$ cat config.mk
export PLATFORM = sky130hd
export DESIGN_NAME = float_match
export DESIGN_NICKNAME = d
export VERILOG_FILES = /design/src/rtl/tvf_pkg.sv /design/src/rtl/float_match.sv
export SDC_FILE = /design/constraint.sdc
export NUM_CORES = 1
export LEC_CHECK = 0
export ABC_CLOCK_PERIOD_IN_PS = 1550
export CELL_PAD_IN_SITES_DETAIL_PLACEMENT = 0
export CELL_PAD_IN_SITES_GLOBAL_PLACEMENT = 1
export CORE_AREA = 2 2 60 62
export DETAILED_ROUTE_END_ITERATION = 16
export DIE_AREA = 0 0 62 64
export PLACE_DENSITY = 0.87
export SYNTH_ARGS = -nofsm -noshare
export SYNTH_HDL_FRONTEND = slang
export SYNTH_SLANG_ARGS = --single-unit
export TNS_END_PERCENT = 50
$ cat constraint.sdc
create_clock -name vclk -period 1.55
set_clock_uncertainty 0.2 [all_clocks]
set_input_delay 0.2325 -clock vclk [all_inputs]
set_output_delay 0.2325 -clock vclk [all_outputs]
set_load 0.02 [all_outputs]
$ cat src/rtl/tvf_pkg.sv
// Shared float test-vector definitions: expected-value table, float field slices and checker FSM states.
// The vector generators read the same table so both ends agree on the sequence.
package tvf_pkg;

    localparam int FLOAT_W   = 32;
    localparam int TABLE_LEN = 11;
    localparam int TBL_IDX_W = 4;

    localparam int SIGN_BIT = 31;
    localparam int EXP_MSB  = 30;
    localparam int EXP_LSB  = 23;
    localparam int MANT_MSB = 22;
    localparam int MANT_LSB = 0;

    localparam logic [FLOAT_W-1:0] FLOAT_TABLE [TABLE_LEN] = '{
        32'h404CCCCC,  // 3.2
        32'h40866666,  // 4.2
        32'h3F28F5C2,  // 0.66
        32'h3F028F5C,  // 0.51
        32'hBF000000,  // -0.5
        32'hC0CCCCCC,  // -6.4
        32'h3E000000,  // 0.125
        32'h41CCCCCC,  // 25.6
        32'hBDCCCCCC,  // -0.1
        32'h00000000,  // 0.0
        32'h7F800000   // +inf
    };

    typedef enum logic [1:0] {
        ST_IDLE,
        ST_COLLECT,
        ST_REPORT
    } tvc_state_e;

    function automatic logic [TBL_IDX_W-1:0] next_tbl_idx(input logic [TBL_IDX_W-1:0] idx);
        return (idx == TBL_IDX_W'(TABLE_LEN - 1)) ? '0 : idx + TBL_IDX_W'(1);
    endfunction

endpackage

$ cat src/rtl/float_match.sv
// Combinational single-precision compare: +0/-0 equal, any NaN rejected.
// TVC_ULP_TOL_EN additionally accepts a 1-ULP magnitude difference between finite same-sign operands.
module float_match
    import tvf_pkg::*;
(
    input  logic [FLOAT_W-1:0] a,
    input  logic [FLOAT_W-1:0] b,
    output logic               match
);

    logic a_exp_max;
    logic b_exp_max;
    logic a_nan;
    logic b_nan;
    logic both_zero;
    logic near;

    assign a_exp_max = &a[EXP_MSB:EXP_LSB];
    assign b_exp_max = &b[EXP_MSB:EXP_LSB];
    assign a_nan     = a_exp_max && (|a[MANT_MSB:MANT_LSB]);
    assign b_nan     = b_exp_max && (|b[MANT_MSB:MANT_LSB]);
    assign both_zero = (a[EXP_MSB:0] == '0) && (b[EXP_MSB:0] == '0);

`ifdef TVC_ULP_TOL_EN
    logic [EXP_MSB:0] mag_diff;

    // Magnitude bits of IEEE floats order like integers, so one ULP is an integer step of 1.
    assign mag_diff = (a[EXP_MSB:0] >= b[EXP_MSB:0]) ? a[EXP_MSB:0] - b[EXP_MSB:0]
                                                     : b[EXP_MSB:0] - a[EXP_MSB:0];
    assign near     = (a[SIGN_BIT] == b[SIGN_BIT]) && !a_exp_max && !b_exp_max
                      && (mag_diff[EXP_MSB:1] == '0);
`else
    assign near = 1'b0;
`endif

    assign match = !a_nan && !b_nan && ((a == b) || both_zero || near);

endmodule

# Word-level counts from Yosys, hierarchy flattened
# Cells that the tools add are included.
totals:
  inputBits: 64
  output_inout_bits: 1
  register_bits: 0
op_classes:
  n_reduce_logical: 14
  eq_ne: 1
ops:
  columns: ["op", "count"]
  rows:
  - ["31-bit logical NOT", 2]
  - ["23-bit OR reduction", 2]
  - ["32-bit equality test", 1]
  - ["8-bit AND reduction", 2]
  - ["1-bit logical AND", 5]
  - ["1-bit logical NOT", 2]
  - ["1-bit logical OR", 1]

# Longest topological paths before layout
# Gate-level depths: netlist of run 1.
logic_depth:
  word_depth: 5
  depth_mapped: 6

# Least setup slack after synthesis of run 1
# No wires, ideal clock.
synth_timing:
  path_kind: "input to output"
  from: "input a[13]"
  to: "output match"
  setup_slack_ps: -97
  t_arrival_ps: 1214
  n_path_buf: 0
  stages: 6
  path_cell_list: "xnor2_1 nand4_1 nor4_1 nand2_1 o22ai_1 and3_1"
synth_via:
  elab_chain_cells: 5
  elab_cells_between_ends: 9
  classes_between: "1 x eq/ne; 8 x reduce/logical"
synth_rtl:
  columns: ["element", "line", "text"]
  rows:
  - ["start: declaration", "float_match.sv:6", "input logic [FLOAT_W-1:0] a,"]
  - ["23-bit OR reduction", "float_match.sv:20", "assign a_nan = a_exp_max && (|a[MANT_MSB:MANT_LSB]);"]
  - ["1-bit logical AND", "float_match.sv:20", null]
  - ["1-bit logical NOT", "float_match.sv:36", "assign match = !a_nan && !b_nan && ((a == b) || both_zero || near);"]
  - ["1-bit logical AND", "float_match.sv:36", null]
  - ["1-bit logical AND (*)", "float_match.sv:36", null]
  - ["end: declaration", "float_match.sv:8", "output logic match"]
# Every way passes the cells marked *; elsewhere a longest branch is shown, timed or not.

# Worst setup path after layout of run 1
layout_timing:
  from: "input a[10]"
  to: "output match"
# Same word-level chain as after synthesis.

==> flow_metrics.tcl, run 1 <==
set metrics [dict create \
    wl_met2_um 1590 \
    pwr-share-clk 0 \
    dp_slack_ns -1.27 \
    slowest_delay_ns 0.29 \
    power.density_mw_per_mm2 260 \
    nClkBuffers 0 \
    synth_area_leader_cell "xnor2_1" \
    drt_iter0_drc 18 \
    rsz0062_at_grt "true" \
    yosysWarnings 0 \
    ys_types 11 \
    ctsHoldBuffers 0 \
    crit_path_cell_trace "buf_8 > xnor2_2 > nand4_1 > nor4_2 > nand2_1 > o22ai_1 > and3_4 > buf_6" \
    cp_max_fo 2 \
    first_pass_iters 3 \
    synth_fp_nets 135 \
    grt_start_max_net_pins 4 \
    coreArea_mm2 0.00328 \
    routed_via_density 4.47 \
    max_freq_ghz 0.524 \
    worstSetupStartpointType "input port" \
    wl_per_cell_um 14.3 \
    violations "negative setup slack" \
    power.leakage_uw 0.000560 \
    outcome "complete, but fails checks" \
    grt_overflow_total 0 \
    seqPwrFrac 0 \
    cp_slowest_cell "nor4_2" \
    num_io_pins 65 \
    dp_hpwl_um 2440 \
    antenna_found_initial 0 \
    power.total_uw 345 \
    final_hold_viol_count 0 \
    synth.yosys.seq_area_share 0 \
    detail-route-antenna-nets 0 \
    fp.dieH_um 64 \
    grtUsageTotal 0.134 \
    drc 0 \
    placed_cell_area_mm2 0.00130 \
    intPower_uw 213 \
    post_cts_buffers 0 \
    wl_um 2670 \
    dp_cells 187 \
    finalSetupViolations 1 \
    vias 836 \
    diodes 0 \
    multiInputGateArea_um2 726 \
    pwr-share-comb 1.000 \
    topRoutingLayerUsed "met4" \
    yosysTopAreaCellShare 0.548 \
    worstSetupPathType "in -> out" \
    p_sw_uw 132 \
    dieArea_mm2 0.00397 \
    syn_to_final_growth_pct 159 \
    fin_ws_ns -0.357 \
    seq_cells 0 \
    gp_congestion 0.721 \
    worst_slew_pin_slew_ns 0.319 \
    finalNonFillerCells 187 \
    min_period_over_period 1.23 \
    final_cell_area_mm2 0.00133 \
    syn_inst 71 \
    drv_cap 0 \
    slew_violations 0 \
    hold_class "in -> out" \
    placementRows 21 \
    swShare 0.382 \
    slew_headroom 0.786 \
    regArea_um2 0 \
    critPathArrivalTime_ns 1.47 \
    endpoint_kind "output port" \
    synth_common_cells "xnor2_1, nor4_1, nand4_1" \
    wl_met3_um 119 \
    met1_length_um 916 \
    drive_above_1_share 0.688 \
    grt_first_pass_wirelength_um 4150 \
    synth_area_leaders "xnor2_1, nor4_1, nand4_1" \
    place.port_buffers 65 \
    min_period_ns 1.91 \
    grt_pass1_vias 1010 \
    cp.required_ns 1.12 \
    die_w_um 62 \
    peakVddDrop_v 0.0000801 \
    final_nets 207 \
    start_util 0.156 \
    avgSynthCellArea_um2 7.21 \
    setup-tns-final_ns -0.357 \
    fillers 367 \
    yosysMostFrequentCell "xnor2_1" \
    netlist_area_um2 512 \
]
## layout make-up
type / count / area share
Multi-Input combinational cell: 71 / 0.548
Timing Repair Buffer: 70 / 0.409
Tap cell: 46 / 0.0434
## power by group through the flow
stage	logic, uW	clock network [uW]	registers (uW)
2_1_floorplan	95.8	0	0
3_3_place_gp	328	0	0
3_5_place_dp	331	0	0
4_1_cts	335	0	0
5_1_grt	369	0	0
6_report	345	0	0
## routing by layer
layer	track usage	up-vias
met4	0.0186	0
li1	-	426
met1	0.138	375
met3	0.00405	4
met5	0	-
met2	0.280	31
## critical path: cells and delay by family
| kind | cells | cell delay (ns) |
|---|---|---|
| and+or+nand+nor | 4 | 0.72 |
| buffers and inverters | 2 | 0.21 |
| AOI/OAI and AO/OA | 1 | 0.16 |
| xor gates and xnor gates | 1 | 0.15 |
## per-stage QoR
stage	hold WS (ns)	utilization
floorplan	0.574	-
global placement	1.62	0.396
detailed placement	1.63	0.396
CTS	0.792	0.396
global route	0.793	0.403
finish	0.765	0.403
## repair_timing
item | 4_1_cts | 5_1_grt
gates resized for setup | 294 | 37
endpoints found under the setup margin | 1 | 1
pin swaps | 48 | 15
## cells in the final DEF (no fill, tap or decap), drive strengths merged
cell	instances
clkbuf	2
nor3	2
and4	1
and3	1
nor4	16
o21ai	1
nand3	1
buf	68
o22ai	1
nor2	1
nand2	3
xnor2	32
nand4	12
## kinds of logic after synthesis
| kind of cell | share of synthesized area |
|---|---|
| xor+xnor | 0.548 |
| compound gates | 0.0220 |
| simple gates | 0.430 |
## path summary, 6_finish.rpt
check	start	to	slack, ns	cells after the start
max	a[10]	match	-0.36	8
min	b[6]	match	0.77	6
No activity file was read; power rests on OpenSTA's default activity.
==> inputs of run 2 (changes only) <==
GPL_ROUTABILITY_DRIVEN = 0   (was default)
MAX_ROUTING_LAYER = met4   (was default)
==> results of run 2 <==
Same layout as run 1: the final DEF is identical, and so are final timing and power.
Main changes from that run: overall routing resource usage 0.134 -> 0.137
==> inputs of run 3 (changes only) <==
MAX_ROUTING_LAYER = default   (was met4)
==> results of run 3 <==
Same layout as run 1: the final DEF is identical, and so are final timing and power.
